==> config.mk <==
export PLATFORM = sky130hd
export DESIGN_NAME = io_multiplier
export DESIGN_NICKNAME = d
export VERILOG_FILES = /design/src/rtl/io_multiplier.sv
export SDC_FILE = /design/constraint.sdc
export NUM_CORES = 1
export LEC_CHECK = 0
export CAP_MARGIN = 30
export CORE_MARGIN = 1.5
export CORE_UTILIZATION = 50
export CTS_BUF_LIST = sky130_fd_sc_hd__clkbuf_8 sky130_fd_sc_hd__clkbuf_16
export CTS_CLUSTER_DIAMETER = 200
export DETAILED_ROUTE_END_ITERATION = 16
export PLACE_DENSITY = 0.8
export SLEW_MARGIN = 40
export SYNTH_ARGS = -nofsm -noshare
export SYNTH_HDL_FRONTEND = slang
export SYNTH_SLANG_ARGS = --single-unit
==> constraint.sdc <==
create_clock -name clk -period 3.9 [get_ports clk]
set_input_delay 0.975 -clock clk [delete_from_list [all_inputs] [get_ports clk]]
set_output_delay 0.975 -clock clk [all_outputs]
set_load 0.005 [all_outputs]
==> src/rtl/io_multiplier.sv <==
// Memory-mapped iterative unsigned multiplier for the FemtoRV IO bus.
// A write to B starts a shift-add multiply of A*B; busy is high until the product lands in RESULT/RESULT_HI.
module io_multiplier #(
  parameter int unsigned WIDTH          = 32,
  parameter int unsigned BITS_PER_CYCLE = 1
) (
  input  logic             clk,
  input  logic             reset,
  input  logic             sel_a,
  input  logic             sel_b,
  input  logic             sel_result,
  input  logic             sel_result_hi,
  input  logic             wstrb,
  input  logic             rstrb,
  input  logic [WIDTH-1:0] wdata,
  output logic [WIDTH-1:0] rdata,
  output logic             busy
);

  localparam int unsigned STEPS = WIDTH / BITS_PER_CYCLE;
  localparam int unsigned CW    = $clog2(STEPS) + 1;

  typedef enum logic {IDLE, RUN} state_t;

  state_t             state, state_next;
  logic [WIDTH-1:0]   a, b, res_lo, res_hi;
  logic [WIDTH-1:0]   mplr, mplr_step;
  logic [2*WIDTH-1:0] mcand, mcand_step, acc, acc_step;
  logic [CW-1:0]      cnt;
  logic               start, done;
  logic               unused_rstrb;

  assign unused_rstrb = rstrb;
  assign start        = wstrb & sel_b;
  assign done         = (state == RUN) && (cnt == CW'(1));
  assign busy         = (state == RUN);

  // Retire BITS_PER_CYCLE multiplier bits per clock, LSB first.
  always_comb begin
    mcand_step = mcand;
    mplr_step  = mplr;
    acc_step   = acc;
    for (int unsigned i = 0; i < BITS_PER_CYCLE; i++) begin
      if (mplr_step[0]) acc_step = acc_step + mcand_step;
      mcand_step = mcand_step << 1;
      mplr_step  = mplr_step >> 1;
    end
  end

  always_comb begin
    state_next = state;
    if (start)     state_next = RUN;
    else if (done) state_next = IDLE;
  end

  always_comb begin
    rdata = '0;
    if (sel_a)              rdata = a;
    else if (sel_b)         rdata = b;
    else if (sel_result)    rdata = res_lo;
    else if (sel_result_hi) rdata = res_hi;
  end

  always_ff @(posedge clk) begin
    if (reset) begin
      state  <= IDLE;
      a      <= '0;
      b      <= '0;
      res_lo <= '0;
      res_hi <= '0;
      mcand  <= '0;
      mplr   <= '0;
      acc    <= '0;
      cnt    <= '0;
    end else begin
      state <= state_next;
      if (wstrb && sel_a) a <= wdata;
      // A B write restarts even mid-run or on the completion edge; the aborted product is dropped.
      if (start) begin
        b     <= wdata;
        mcand <= {{WIDTH{1'b0}}, a};
        mplr  <= wdata;
        acc   <= '0;
        cnt   <= CW'(STEPS);
      end else if (state == RUN) begin
        mcand <= mcand_step;
        mplr  <= mplr_step;
        acc   <= acc_step;
        cnt   <= cnt - CW'(1);
        if (done) {res_hi, res_lo} <= acc_step;
      end
    end
  end

endmodule

==> metrics.cfg <==
[synth]
synth_area_leaders=dfxtp_1, a21oi_1, nand2_1
synth.distinct_cells=71
ys_seq_area_share_pct=36.67
synth_nets=2168
ys_top_cells_by_count=nand2_1, a21oi_1, dfxtp_1
synth.cell_area_um2=16110
avgSynthCellArea_um2=7.811
synth-async-reset-ratio_pct=0
synth_top_area_cell=dfxtp_1
yosysWarnings=0
synth_cells=2062
ys_ff_latch=295
synth_edf_count=0
synth_top_cell_area_share_pct=36.67
synth_most_common_cell=nand2_1
synth_ff_type=dfxtp_1

[critical_path]
worstPathArrival_ns=2.74
slowest_stage=clkdlybuf4s50_1
reg2reg_slack_ns=0.30
worstPathMaxFanout=14
startpoint_type=input port
cpPeakStageDelay_ns=0.60
critical_path.cell_chain=dlymetal6s2s_1 -> buf_12 -> nand2_1 -> nor2_1 -> a21oi_1 -> nor2_1 -> a21oi_1 -> o21ai_0 -> clkdlybuf4s50_1
cp_top_family=buffers and inverters
cp_num_buf_inv=3
crit_type=in2out
required_ns=2.92
cp-end-kind=output port

[routing]
wl_per_cell_um=18.47
wirelength_um=45670
vias_per_cell=6.013
drtIter0Drc=1274
dr.pass1.iters=6
postRouteAntennaNets=0
vias=14864
drcViolationCount=0

[clocking]
cts_buffers=31
cts_setup_buffers=0
cts_max_level=1
clkTransAtPathRegs_ns=0.06
max-clock-path-buffers=3
cts_sinks=295
cts_tree=built
cts-root-buf=clkbuf_16
clk-insertion-delay-late_ns=0.57

[timing]
timing.slew.headroom_pct=49.53
rsz0062_at_grt=false
layout_min_cycle_time_ns=3.710
setup_viol=0
setup_tns_ns=0
clock.fmax_mhz=269.5
tightest_slew_ns=0.7552
slew_violations=0
skew_ns=0.01334
hold_viol_final=0
fin_crit_sh_pct=95.14

[min_path]
min_path_type=reg2reg

[placed_design]
dp_hpwl_um=31520
gp_congestion=0.9415
placed_cells=2413
placed_area_um2=17100
io_buffers=71

[power_and_ir_drop]
p_total_mw=7.150
powerDensity_nw_per_um2=391.6
ir_drop_v=0.0003433
leakagePower_nw=6.765

[finish]
fill_cells=2800
multi_input_area_um2=9492
nNetsFinal=2152
drive_above_1_share_pct=7.440
areaGrowthSynthToFinish_pct=13.37
seqCellArea_um2=5913
fin_area_um2=18260
antenna-diode-count=0
final_util_pct=57.72
finalNonFillerCells=2472

[floorplan]
rows=65
die_h_um=182.5
start_util_pct=50.91
coreArea_um2=31640
die-width_um=182.5
dieArea_um2=33300
num_io_pins=73

[global_route]
antenna_found_initial=0
grt_max_degree=123
overflow=0
grt_pass1_vias=13961
grt_usage_pct=26.67
grt_first_pass_wirelength_um=73060

[job]
drv_cap=0

[status]
status=finished clean

==> repair_timing <==
action,in CTS,in global routing
hold buffers,0,0
cloned,0,1
gates resized for setup,4,2
pin swaps,0,0
endpoints found under the setup margin,4,30
==> metrics by stage <==
step           setup slack (ns)  hold WS, ns
6_report                 0.1897       0.4561
5_1_grt                  0.1081       0.4787
4_1_cts                0.002283       0.4572
3_5_place_dp           -0.03910       0.4490
3_3_place_gp           -0.01939       0.4426
2_1_floorplan            0.7661       0.4329
==> power by group <==
part	internal (mW)	total (mW)	switching (mW)	leakage, nW
Sequential	3.11	3.21	0.0954	2.40
Clock	1.97	3.24	1.27	0.568
Combinational	0.286	0.703	0.417	3.80
Total	5.37	7.15	1.78	6.76
==> final timing paths <==
kind	from	endpoint	depth (start not counted)
setup / recovery	sel_result_hi	rdata[29]	9
hold reg to reg	b[19]	b[19]	2
setup reg to reg	mcand[0]	res_hi[8]	13
hold / removal	b[19]	b[19]	2
==> flip-flops by register name (all words and copies together) (netlist names) <==
register / cells
cnt: 6
busy: 1
res_lo: 32
acc: 64
mcand: 64
a: 32
res_hi: 32
b: 32
mplr: 32
==> cell usage in the layout (no fill, tap or decap), types with 4 or more instances in the layout <==
| cell type | count |
|---|---|
| nand2_1 | 341 |
| a21oi_1 | 299 |
| dfxtp_1 | 293 |
| nor2_1 | 239 |
| mux2i_1 | 114 |
| o21ai_0 | 93 |
| a211oi_1 | 86 |
| ha_1 | 65 |
| clkdlybuf4s50_1 | 65 |
| xnor2_1 | 45 |
| buf_4 | 33 |
| a21o_1 | 32 |
| clkbuf_16 | 32 |
| mux2_2 | 31 |
| inv_1 | 27 |
| nand4_1 | 27 |
| xor2_1 | 22 |
| nand3_1 | 19 |
| nor3_1 | 17 |
| o21bai_1 | 13 |
| o21ai_1 | 11 |
| a31oi_1 | 11 |
| and2_1 | 10 |
| o21a_1 | 10 |
| buf_12 | 8 |
| nand2b_1 | 7 |
| or3_1 | 7 |
| bufinv_16 | 7 |
| nor3b_1 | 6 |
| a221oi_1 | 5 |
| a21boi_0 | 4 |
| o211ai_1 | 4 |
| nor2b_1 | 4 |
| and3_1 | 4 |
| nor4b_1 | 4 |
==> worst reg2reg max path: stages (launching register included) <==
cell	delay [ns]
dfxtp_1	0.33
ha_1	0.24
fa_1	0.42
a21o_1	0.23
a21boi_1	0.22
o211ai_2	0.11
a21oi_2	0.22
a31oi_1	0.18
a211oi_2	0.44
o21ai_0	0.29
a21boi_0	0.28
xnor2_1	0.18
mux2i_1	0.14
a211oi_1	0.24
==> area by class of cell <==
| cell class | instances | share of cell area (%) |
|---|---|---|
| Tap cell | 402 | 2.755 |
| Sequential cell | 295 | 32.38 |
| Timing Repair Buffer | 114 | 6.277 |
| Multi-Input combinational cell | 1582 | 51.98 |
| Clock buffer | 34 | 4.474 |
| Clock inverter | 23 | 1.679 |
| Inverter | 22 | 0.4522 |
==> per-layer routing <==
| metal | share of wire, % | GRT usage [%] |
|---|---|---|
| met4 | 3.4 | 9.256 |
| met3 | 5.8 | 3.173 |
| met5 | 0 | 0 |
| met1 | 45 | 35.60 |
| met2 | 46 | 44.49 |
==> logic make-up (layout without fill, tap and decap cells) <==
kind of cell / count (synthesis) / count (layout) / share of synthesized area [%]
simple gates: 701 / 701 / 18.17
xor+xnor: 67 / 67 / 3.643
compound gates: 603 / 603 / 22.61
fa+ha+maj: 66 / 66 / 5.174
buf+inv: 185 / 193 / 4.490
flops: 295 / 295 / 36.67
mux: 145 / 145 / 9.252
No activity file was read; power rests on OpenSTA's default activity.
